**config.mk**
```make
export PLATFORM = sky130hd
export DESIGN_NAME = pc_sequencer
export DESIGN_NICKNAME = d
export VERILOG_FILES = /design/src/rtl/ecap5_dproc_pkg.sv /design/src/rtl/pc_sequencer.sv
export SDC_FILE = /design/constraint.sdc
export NUM_CORES = 1
export LEC_CHECK = 0
export CORE_MARGIN = 2
export CORE_UTILIZATION = 43
export CTS_CLUSTER_DIAMETER = 100
export DETAILED_ROUTE_END_ITERATION = 8
export PLACE_DENSITY = 0.74
export SLEW_MARGIN = 15
export SYNTH_ARGS = -nofsm -noshare
export SYNTH_HDL_FRONTEND = slang
export SYNTH_SLANG_ARGS = --single-unit
```
**constraint.sdc**
```tcl
create_clock -name clk_i -period 3 [get_ports clk_i]
set_clock_uncertainty 0.1 [all_clocks]
set_input_delay 0.3 -clock clk_i [delete_from_list [all_inputs] [get_ports clk_i]]
set_output_delay 0.3 -clock clk_i [all_outputs]
set_load 0.01 [all_outputs]
```
**src/rtl/ecap5_dproc_pkg.sv**
```systemverilog
// ============================================================================
// Module      : ecap5_dproc_pkg
// Description : Shared ECAP5-DPROC constants: redirect entry addresses and the
//               fetch PC sequencer state encoding.
// Revision    : 1.0 - initial release
// ============================================================================
`default_nettype none

package ecap5_dproc_pkg;

    localparam logic [31:0] BOOT_ADDRESS      = 32'h0000_0000;
    localparam logic [31:0] INTERRUPT_ADDRESS = 32'h0000_000A;
    localparam logic [31:0] DEBUG_ADDRESS     = 32'h0000_000B;

    typedef enum logic [1:0] {
        PC_SEQ_RESET = 2'd0,
        PC_SEQ_RUN   = 2'd1,
        PC_SEQ_IRQ   = 2'd2,
        PC_SEQ_DEBUG = 2'd3
    } pc_seq_state_t;

endpackage

`default_nettype wire

```
**src/rtl/pc_sequencer.sv**
```systemverilog
// ============================================================================
// Module      : pc_sequencer
// Description : Fetch PC sequencer with branch, interrupt and debug redirects.
//               Debug support is built only when ECAP5_DPROC_DEBUG_EN is defined.
// Revision    : 1.0 - initial release
// ============================================================================
`default_nettype none

module pc_sequencer
    import ecap5_dproc_pkg::*;
#(
    parameter logic [31:0] PC_STEP = 32'd4
) (
    input  logic        clk_i,
    input  logic        rst_i,
    input  logic        stall_i,
    input  logic        branch_i,
    input  logic [31:0] branch_target_i,
    input  logic        irq_i,
    input  logic        mret_i,
    input  logic        drq_i,
    input  logic        dret_i,
    output logic [31:0] pc_o,
    output logic        pc_valid_o,
    output logic        irq_ack_o,
    output logic        drq_ack_o,
    output logic [31:0] epc_o,
    output logic [31:0] dpc_o
);

    localparam logic [1:0] C_ST_RESET = PC_SEQ_RESET;
    localparam logic [1:0] C_ST_RUN   = PC_SEQ_RUN;
    localparam logic [1:0] C_ST_IRQ   = PC_SEQ_IRQ;

    logic [1:0]  r_state_q,   w_state_d;
    logic [31:0] r_pc_q,      w_pc_d;
    logic        r_valid_q,   w_valid_d;
    logic [31:0] r_epc_q,     w_epc_d;
    logic        r_irq_ack_q, w_irq_ack_d;
    logic [31:0] w_seq;
    logic        w_advance;

`ifdef ECAP5_DPROC_DEBUG_EN
    localparam logic [1:0] C_ST_DEBUG = PC_SEQ_DEBUG;

    logic [31:0] r_dpc_q,     w_dpc_d;
    logic [1:0]  r_saved_q,   w_saved_d;
    logic        r_drq_ack_q, w_drq_ack_d;
`else
    logic        w_unused_dbg;
    assign w_unused_dbg = ^{drq_i, dret_i, DEBUG_ADDRESS, PC_SEQ_DEBUG};
`endif

    assign w_seq     = branch_i ? branch_target_i : (r_pc_q + PC_STEP);
    assign w_advance = r_valid_q & ~stall_i;

    always_comb begin
        w_state_d   = r_state_q;
        w_pc_d      = r_pc_q;
        w_valid_d   = 1'b1;
        w_epc_d     = r_epc_q;
        w_irq_ack_d = 1'b0;
`ifdef ECAP5_DPROC_DEBUG_EN
        w_dpc_d     = r_dpc_q;
        w_saved_d   = r_saved_q;
        w_drq_ack_d = 1'b0;
`endif
        if (r_state_q == C_ST_RESET) begin
            w_state_d = C_ST_RUN;
            w_pc_d    = BOOT_ADDRESS;
        end else if (w_advance) begin
            // Each redirect is qualified by its state, so a masked request
            // falls through to the next lower priority.
`ifdef ECAP5_DPROC_DEBUG_EN
            if (dret_i && (r_state_q == C_ST_DEBUG)) begin
                w_pc_d    = r_dpc_q;
                w_state_d = r_saved_q;
            end else if (drq_i && (r_state_q != C_ST_DEBUG)) begin
                w_dpc_d     = w_seq;
                w_saved_d   = r_state_q;
                w_pc_d      = DEBUG_ADDRESS;
                w_drq_ack_d = 1'b1;
                w_state_d   = C_ST_DEBUG;
            end else
`endif
            if (mret_i && (r_state_q == C_ST_IRQ)) begin
                w_pc_d    = r_epc_q;
                w_state_d = C_ST_RUN;
            end else if (irq_i && (r_state_q == C_ST_RUN)) begin
                w_epc_d     = w_seq;
                w_pc_d      = INTERRUPT_ADDRESS;
                w_irq_ack_d = 1'b1;
                w_state_d   = C_ST_IRQ;
            end else begin
                w_pc_d = w_seq;
            end
        end
    end

    always_ff @(posedge clk_i) begin
        if (rst_i) begin
            r_state_q   <= C_ST_RESET;
            r_pc_q      <= 32'h0;
            r_valid_q   <= 1'b0;
            r_epc_q     <= 32'h0;
            r_irq_ack_q <= 1'b0;
        end else begin
            r_state_q   <= w_state_d;
            r_pc_q      <= w_pc_d;
            r_valid_q   <= w_valid_d;
            r_epc_q     <= w_epc_d;
            r_irq_ack_q <= w_irq_ack_d;
        end
    end

`ifdef ECAP5_DPROC_DEBUG_EN
    always_ff @(posedge clk_i) begin
        if (rst_i) begin
            r_dpc_q     <= 32'h0;
            r_saved_q   <= C_ST_RUN;
            r_drq_ack_q <= 1'b0;
        end else begin
            r_dpc_q     <= w_dpc_d;
            r_saved_q   <= w_saved_d;
            r_drq_ack_q <= w_drq_ack_d;
        end
    end

    assign dpc_o     = r_dpc_q;
    assign drq_ack_o = r_drq_ack_q;
`else
    assign dpc_o     = 32'h0;
    assign drq_ack_o = 1'b0;
`endif

    assign pc_o       = r_pc_q;
    assign pc_valid_o = r_valid_q;
    assign irq_ack_o  = r_irq_ack_q;
    assign epc_o      = r_epc_q;

endmodule

`default_nettype wire

```
==> metrics.txt, run 1 <==
status completed; initial core utilization 44.6%; R2R depth 5; Die Ht 99.4 µm; highest clock rate 401 MHz; Die Span X 99.4 µm; Num CTS Buffers 9; Yosys reg bits 68; Clock transition at path regs 0.08 ns; Die Area 0.00987 mm²; hold_buf cts 0; initial antenna violation count 0; Setup crit start kind flip-flop; ant diodes 0; CTS Sinks 68; Cells after Synth 492; setup bufs post-CTS 0; Worst Hold Depth 2; Crit Path Category flip-flop to flip-flop; Least-Margin Pin Slew 0.807 ns; WL/cell 17.8 µm; layout cells sized above 1 8.29%; # DRC 0; RSZ-0062 raised after global routing false; Layout Nets 627; Top FF cell, synth dfxtp_1; global route total overflow 0; post-synthesis async set-or-reset flop share 0%; Worst R2R Setup Slack 0.51 ns; TritonCTS clock tree built; max-slew violation count 0; most frequent cells in the layout clkdlybuf4s50_1 (103), dfxtp_1 (68), nand2_1 (41); Fin Setup TNS 0 ns; Yosys cell types 56; routability cong. 0.854; Arrival @ worst endpoint 2.65 ns; hpwl dp 8640 µm; WHS 0.376 ns; number of synthesized flops with an enable pin 0; H-Tree Depth 3; Seq/Total Area, Yosys 34.8%; busiest grt layer met2; PwrDens 375 mW/mm²; Req. time, crit path 3.16 ns; Ports 139; area share of the largest cell type after synthesis 34.8%; WL final 12,400 µm; Placed Area 0.00495 mm²; Area Overhead vs Synth 31.0%; worst flop-to-flop path endpoint epc_o[29]; Max FO, Critical Path 10; count of input and output buffers 103; Max Buffers Root-to-Sink 2; met1 GRT Util 31.9%; core area 0.00876 mm²; vias per cell 5.83; TritonRoute pass-1 iters 4; Slew HR 46.2%; maximum VDD drop 0.246 mV; post-route cell area 0.00512 mm²; LEAKAGE 1.92 nW; commonest non-fill, non-tap cell in the layout clkdlybuf4s50_1; Tot GR Track Use 25.2%; Cell Area, Synth 0.00391 mm²; Hold Path End epc_o[5]; first-pass GRT wire length 20,100 µm; Routed Antenna Nets 0; latest clock arrival within the worst-skew pair 0.36 ns; Rows 34; Hold Path Origin epc_o[5]; vias in the first global route 4,103; endpoints failing setup 0; Yosys top cell by area dfxtp_1; GR Layer Usage met3 6.18%; Max-cap violations 0; synthesized area per cell 7.95 µm²; endpoint class of the critical path flip-flop; post-route clock period utilization 83.1%; met2 usage 41.3%; Hold Fails Final Rpt 0; min Tclk post-route 2.49 ns; Min-Delay Path Class flip-flop to flip-flop; Synth area leaders dfxtp_1 (35%), buf_4 (6.3%), a21oi_1 (5.0%), nand2_1 (3.9%), nor2_1 (3.8%); root buffer cell clkbuf_8; DRT iter0 DRCs 278; cts repair resizes 0; worst flop-to-flop path startpoint pc_o[15]; Yosys Warn Count 0; largest net degree at the start of global routing 34; Vias 4,078
[worst max-delay path, cell delays in order, from the launching register on]
cell and delay, ns:
dfxtp_1 0.50, nand4_2 0.21, or4_4 0.66, nor3_1 0.26
mux2_2 0.38, o41ai_1 0.29
[state kept, by name (all words and copies together) (netlist names)]
signal,count
epc_o,32
irq_ack_o,1
pc_o,32
pc_valid_o,1
r_state_q,2
[worst max path at each step]
stage	from	end	depth (start not counted)
global route	pc_o[15]	pc_o[29]	5
CTS	pc_o[15]	epc_o[29]	5
detailed placement	pc_o[15]	epc_o[29]	5
finish	pc_o[15]	epc_o[29]	5
global placement	pc_o[15]	epc_o[29]	5
floorplan	pc_o[14]	epc_o[29]	7
[cell usage after synthesis (all sizes together) (2+ instances only)]
cell / count
a211oi: 6
a21o: 7
a21oi: 39
a221oi: 4
a22oi: 2
a31o: 2
and3: 18
and4: 2
buf: 38
clkbuf: 35
dfxtp: 68
inv: 7
mux2i: 10
nand2: 41
nand2b: 7
nand3: 24
nand3b: 2
nand4: 14
nor2: 40
nor2b: 2
nor3: 12
nor4: 10
o211ai: 8
o21ai: 21
o221ai: 4
o22ai: 13
o31a: 3
o32ai: 15
o41ai: 9
or4: 2
xnor2: 7
xor2: 6
[kinds of logic (layout without fill, tap and decap cells)]
family	after synthesis	count (layout)	share of synthesized area, %
DFF	68	68	34.8
muxes	11	11	2.85
and+or+nand+nor	179	179	23.4
AOI/OAI and AO/OA	139	139	24.4
adders and majority gates	1	1	0.320
other	1	33	0.0959
xor gates and xnor gates	13	13	2.91
buffers and inverters	80	147	11.1
[metal layers]
| metal | wire (µm) | share of wire (%) |
|---|---|---|
| met5 | 0 | 0 |
| met4 | 315 | 2.5 |
| met3 | 1160 | 9.3 |
| met2 | 5830 | 47 |
| met1 | 5130 | 41 |
[cell type report]
class	instances	area (µm²)
flip-flops and latches	68	1360
well taps	108	135
repair buffers	124	1190
inverters	7	26.3
fillers	823	3640
multi-input cells	376	2240
clock buffers	12	145
clock inverters	4	25.0
[report_power, final]
group	switching (mW)	internal, mW	leakage [nW]
logic	0.159	0.130	1.28
registers	0.0253	0.922	0.551
clock network	0.366	0.320	0.0824
[per-stage QoR]
step / worst slack (ns) / cells / utilization, % / total power, mW
CTS: 0.520 / 699 / 58.5 / 1.92
detailed placement: 0.512 / 683 / 56.5 / 1.25
global route: 0.373 / 699 / 58.5 / 1.99
floorplan: 0.636 / 524 / - / 1.14
global placement: 0.592 / 683 / 56.5 / 1.25
finish: 0.507 / 699 / 58.5 / 1.92
Power figures use the tool's default switching activity.
==> run 2: changes to the inputs <==
Clock period 3 ns to 2.5 ns, I/O delays scaled along.
==> run 2 against run 1 <==
  * Largest power group unchanged
  * Die area is the same
  * Global-route usage grew 0.096 points
  * Setup slack lost 0.37 ns
  * Final cell count grew 1.9%
  * First-iteration DRC count grew 3.2%
  * Maximum frequency grew 5.4%
  * Final area grew 2.3%
==> metrics.txt, run 2 (synthesized netlist as in run 1, its figures left out) <==
status completed; most frequent cells in the layout clkdlybuf4s50_1 (103), dfxtp_1 (68), nand2_1 (41); vias per cell 5.86; ant diodes 0; CP Launch Point pc_o[16]; Routed Antenna Nets 0; Max Buffers Root-to-Sink 2; Setup crit start kind flip-flop; WL/cell 17.6 µm; Min-Delay Path Class flip-flop to flip-flop; Fin Setup TNS 0 ns; max incr delay on CP 0.60 ns; routability cong. 0.885; commonest non-fill, non-tap cell in the layout clkdlybuf4s50_1; post-route clock period utilization 94.6%; Reg area 0.00136 mm²; Max stage delay cell, worst path or4_4; Worst R2R Setup Slack 0.14 ns; Die Area 0.00987 mm²; Multi-input gate area 0.00224 mm²; Max FO, Critical Path 6; initial antenna violation count 0; min Tclk post-route 2.36 ns; Hold Fails Final Rpt 0; R2R depth 5; cts repair resizes 0; Clock transition at path regs 0.08 ns; Ports 139; hpwl dp 8920 µm; initial core utilization 44.6%; worst flop-to-flop path startpoint pc_o[16]; Rows 34; H-Tree Depth 3; CTS Sinks 68; Crit Path Category flip-flop to flip-flop; first-pass GRT wire length 20,100 µm; pre-CTS worst setup slack 0.188 ns; Area Overhead vs Synth 34.1%; crit path cell chain nand4_1 -> or4_4 -> nor3_1 -> mux2_2 -> o41ai_1; maximum VDD drop 0.258 mV; max-slew violation count 0; Arrival @ worst endpoint 2.50 ns; Vias 4,175; core area 0.00876 mm²; endpoints failing setup 0; largest net degree at the start of global routing 30; Critical path buffers and inverters 0; root buffer cell clkbuf_8; Die Span X 99.4 µm; Layout Nets 640; PwrDens 458 mW/mm²; RSZ-0062 raised after global routing false; worst flop-to-flop path endpoint epc_o[29]; Max-cap violations 0; WL final 12,500 µm; vias in the first global route 4,051; TritonRoute pass-1 iters 5; latest clock arrival within the worst-skew pair 0.35 ns; Req. time, crit path 2.64 ns; Slew HR 52.9%; Num CTS Buffers 9; post-route setup slack 0.135 ns; hold_buf cts 0; Fillers 783; # DRC 0; Worst Hold Depth 2; Least-Margin Pin Slew 0.707 ns; highest clock rate 423 MHz; DRT iter0 DRCs 287; count of input and output buffers 103; Hold Path Origin pc_o[1]; Tot GR Track Use 25.3%; setup bufs post-CTS 0; Die Ht 99.4 µm; TritonCTS clock tree built; global route total overflow 0; endpoint class of the critical path flip-flop; Hold Path End pc_o[1]; LEAKAGE 1.98 nW; layout cells sized above 1 10.4%; family with the most delay on the worst path simple AND/OR/NAND/NOR gates
==> run 2: changes by cell type in the layout (fill, tap and decap cells not counted), sizes merged <==
cell	previous run	this run
buf	21	34
clkinv	2	1
bufinv	0	1
clkbuf	12	10
clkinvlp	2	4
==> run 2: stage by stage <==
stage               total power, mW  cell area [µm²]  util (%)  instances  hold slack [ns]
floorplan                      1.37             4030         -        524            0.349
global placement               1.50             5050      57.7        696            0.363
detailed placement             1.51             5050      57.7        696            0.371
CTS                            2.40             5250      59.9        712            0.379
global route                   2.48             5250      59.9        712            0.401
finish                         2.40             5250      59.9        712            0.379
==> run 2: how the worst max path moves through the flow <==
stage | endpoint | slack, ns | cells after the start
finish | epc_o[29] | 0.14 | 5
global route | epc_o[29] | 0.008 | 5
CTS | epc_o[29] | 0.14 | 5
detailed placement | epc_o[29] | 0.19 | 5
global placement | epc_o[29] | 0.22 | 5
floorplan | epc_o[29] | 0.14 | 7
==> run 2: power breakdown <==
part,switching (mW),internal [mW]
clock,0.449,0.459
sequential,0.0268,1.11
combinational,0.197,0.163
total,0.673,1.73
==> run 2: final cells by class <==
type,instances,share of cell area [%]
multi-input cells,376,42.8
flip-flops and latches,68,26.0
clock buffers,10,2.43
clock inverters,6,1.24
repair buffers,137,24.5
well taps,108,2.58
inverters,7,0.501
==> run 2: layer usage <==
metal,wire (µm),track usage [%],part of all wire [%]
met1,5300,34.2,42
met2,5860,41.1,47
met3,1110,3.51,8.9
met4,246,9.38,2.0
met5,0,0,0
==> run 2: worst reg2reg max path, delay by kind of cell, from the launching register on <==
family / cells / cell delay (ns)
AOI/OAI and AO/OA: 1 / 0.31
DFF: 1 / 0.43
muxes: 1 / 0.37
and+or+nand+nor: 3 / 1.05
==> run 3: changes to the inputs <==
Settings changed: CORE_UTILIZATION 43 to 41, RECOVER_POWER from default to 50, REMOVE_ABC_BUFFERS from default to 1.
Clock period 2.5 ns to 2.1 ns, I/O delays scaled along.
==> run 3 against run 2 <==
  * The run now ends with setup timing left
  * Final area increased by 5.8%
  * Register-to-register slack got worse by 0.15 ns
  * Critical path depth is 1 higher
  * Count of clock-buffer cells in the layout grew 5
  * Setup slack worse by 0.15 ns
  * Sequential share of layout area fell by 1.3 points
  * Global-route usage is 0.25 points higher
  * Total power rose by 18%
  * Flip-flop and latch count unchanged
  * Core utilization is 0.20 points higher
  * Maximum frequency rose by 12%
  * Die area grew 4.7%
  * Largest power group unchanged
  * Highest routed layer unchanged
==> metrics.txt, run 3 (synthesized netlist as in run 1, its figures left out) <==
routability cong. 0.899; global route total overflow 0; layout cells sized above 1 16.1%; Clock transition at path regs 0.08 ns; ant diodes 0; latest clock arrival within the worst-skew pair 0.34 ns; commonest non-fill, non-tap cell in the layout dfxtp_1; Min-Delay Path Class flip-flop to flip-flop; min Tclk post-route 2.12 ns; pre-CTS worst setup slack -0.0494 ns; Least-Margin Pin Slew 0.814 ns; Fillers 843; Die Area 0.0103 mm²; DRT iter0 DRCs 300; TritonRoute pass-1 iters 5; crit path cell chain nand4_2 -> or4_4 -> buf_6 -> nor4_1 -> nor3_2 -> o41ai_1; CTS Sinks 68; Max Buffers Root-to-Sink 2; most frequent cells in the layout dfxtp_1 (63), buf_4 (61), clkdlybuf4s50_1 (57); max-slew violation count 0; Area Overhead vs Synth 41.9%; Hold Fails Final Rpt 0; hold_buf cts 0; Num CTS Buffers 9; # DRC 0; failing checks setup timing; maximum VDD drop 0.263 mV; status complete, but fails checks; endpoint class of the critical path flip-flop; Die Span X 102 µm; Die Ht 102 µm; Arrival @ worst endpoint 2.27 ns; first-pass GRT wire length 20,700 µm; vias in the first global route 4,160; Vias 4,418; RSZ-0062 raised after global routing true; TritonCTS clock tree built; LEAKAGE 2.31 nW; WL/cell 17.7 µm; root buffer cell clkbuf_8; post-route setup slack -0.0156 ns; Placed Area 0.00533 mm²; endpoints failing setup 2; PwrDens 511 mW/mm²; core area 0.00924 mm²; WL final 13,600 µm; initial core utilization 42.3%; Layout Nets 674; highest clock rate 473 MHz; WHS 0.372 ns; Req. time, crit path 2.25 ns; Ports 139; Crit Path Category flip-flop to flip-flop; max incr delay on CP 0.57 ns; Max stage delay cell, worst path or4_4; count of input and output buffers 103; initial antenna violation count 0; hpwl dp 9800 µm; Routed Antenna Nets 0; Max FO, Critical Path 9; largest net degree at the start of global routing 24; vias per cell 5.76; post-route clock period utilization 101%; Max-cap violations 0; Setup crit start kind flip-flop; Tot GR Track Use 25.5%; Rows 35; post-route cell area 0.00555 mm²; Slew HR 45.8%; H-Tree Depth 3
==> run 3: cell types whose count changed in the layout (fill, tap and decap cells not counted), moves of 2 or more <==
cell             before  now
clkdlybuf4s50_1     103   57
clkbuf_2              0    3
buf_4                34   61
nor3_1               12   10
dfxtp_1              68   63
nor3_2                0    2
dlygate4sd3_1         0   46
clkinvlp_4            4    0
clkbuf_8              9   12
clkbuf_1              1    6
dfxtp_2               0    5
==> run 3: worst max-delay path, delay by kind of cell, from the launching register on <==
kind,cells,cell delay (ns)
AOI/OAI and AO/OA,1,0.29
and+or+nand+nor,4,1.10
buffers and inverters,1,0.17
DFF,1,0.36
==> run 3: final timing paths <==
path          endpoint     start  cells after the start  slack (ns)
min reg2reg   epc_o[4]  epc_o[4]                      2        0.37
max reg2reg  epc_o[27]  pc_o[11]                      6       -0.02
min           epc_o[4]  epc_o[4]                      2        0.37
max          epc_o[27]  pc_o[11]                      6       -0.02
==> run 3: area by class of cell <==
type / count / area [µm²] / share of cell area, %
Clock buffer: 15 / 176 / 3.18
Clock inverter: 1 / 5.00 / 0.0902
Inverter: 7 / 26.3 / 0.474
Multi-Input combinational cell: 376 / 2290 / 41.2
Sequential cell: 68 / 1370 / 24.6
Tap cell: 129 / 161 / 2.91
Timing Repair Buffer: 171 / 1530 / 27.5
==> run 3: power by group <==
part | internal, mW | switching [mW]
Sequential | 1.32 | 0.0251
Clock | 0.527 | 0.510
Combinational | 0.204 | 0.253
Total | 2.05 | 0.788
==> run 3: per-stage QoR <==
step / util, % / setup TNS (ns) / cells / power (mW)
3_3_place_gp: 57.6 / 0 / 750 / 1.82
3_5_place_dp: 57.6 / -0.0658 / 750 / 1.83
2_1_floorplan: - / -23.67 / 451 / 1.56
6_report: 60.1 / -0.0266 / 767 / 2.84
5_1_grt: 60.1 / -0.418 / 767 / 2.94
4_1_cts: 59.8 / -0.0576 / 767 / 2.85
==> run 3: repair_timing <==
item	CTS	global route
resized for setup	3	12
setup endpoints to repair	10	21
buffers inserted	1	0
pin swaps	1	1
==> run 3: per-layer routing <==
layer  wire length [µm]  track usage [%]  vias up  share of wire [%]
met5                  0                0        -                  0
met4                262             11.4        0                1.9
met3               1050             5.11       28                7.7
met2               6610             40.6      226                 49
met1               5670             33.4     2125                 42
li1                   -                -     2039                  -
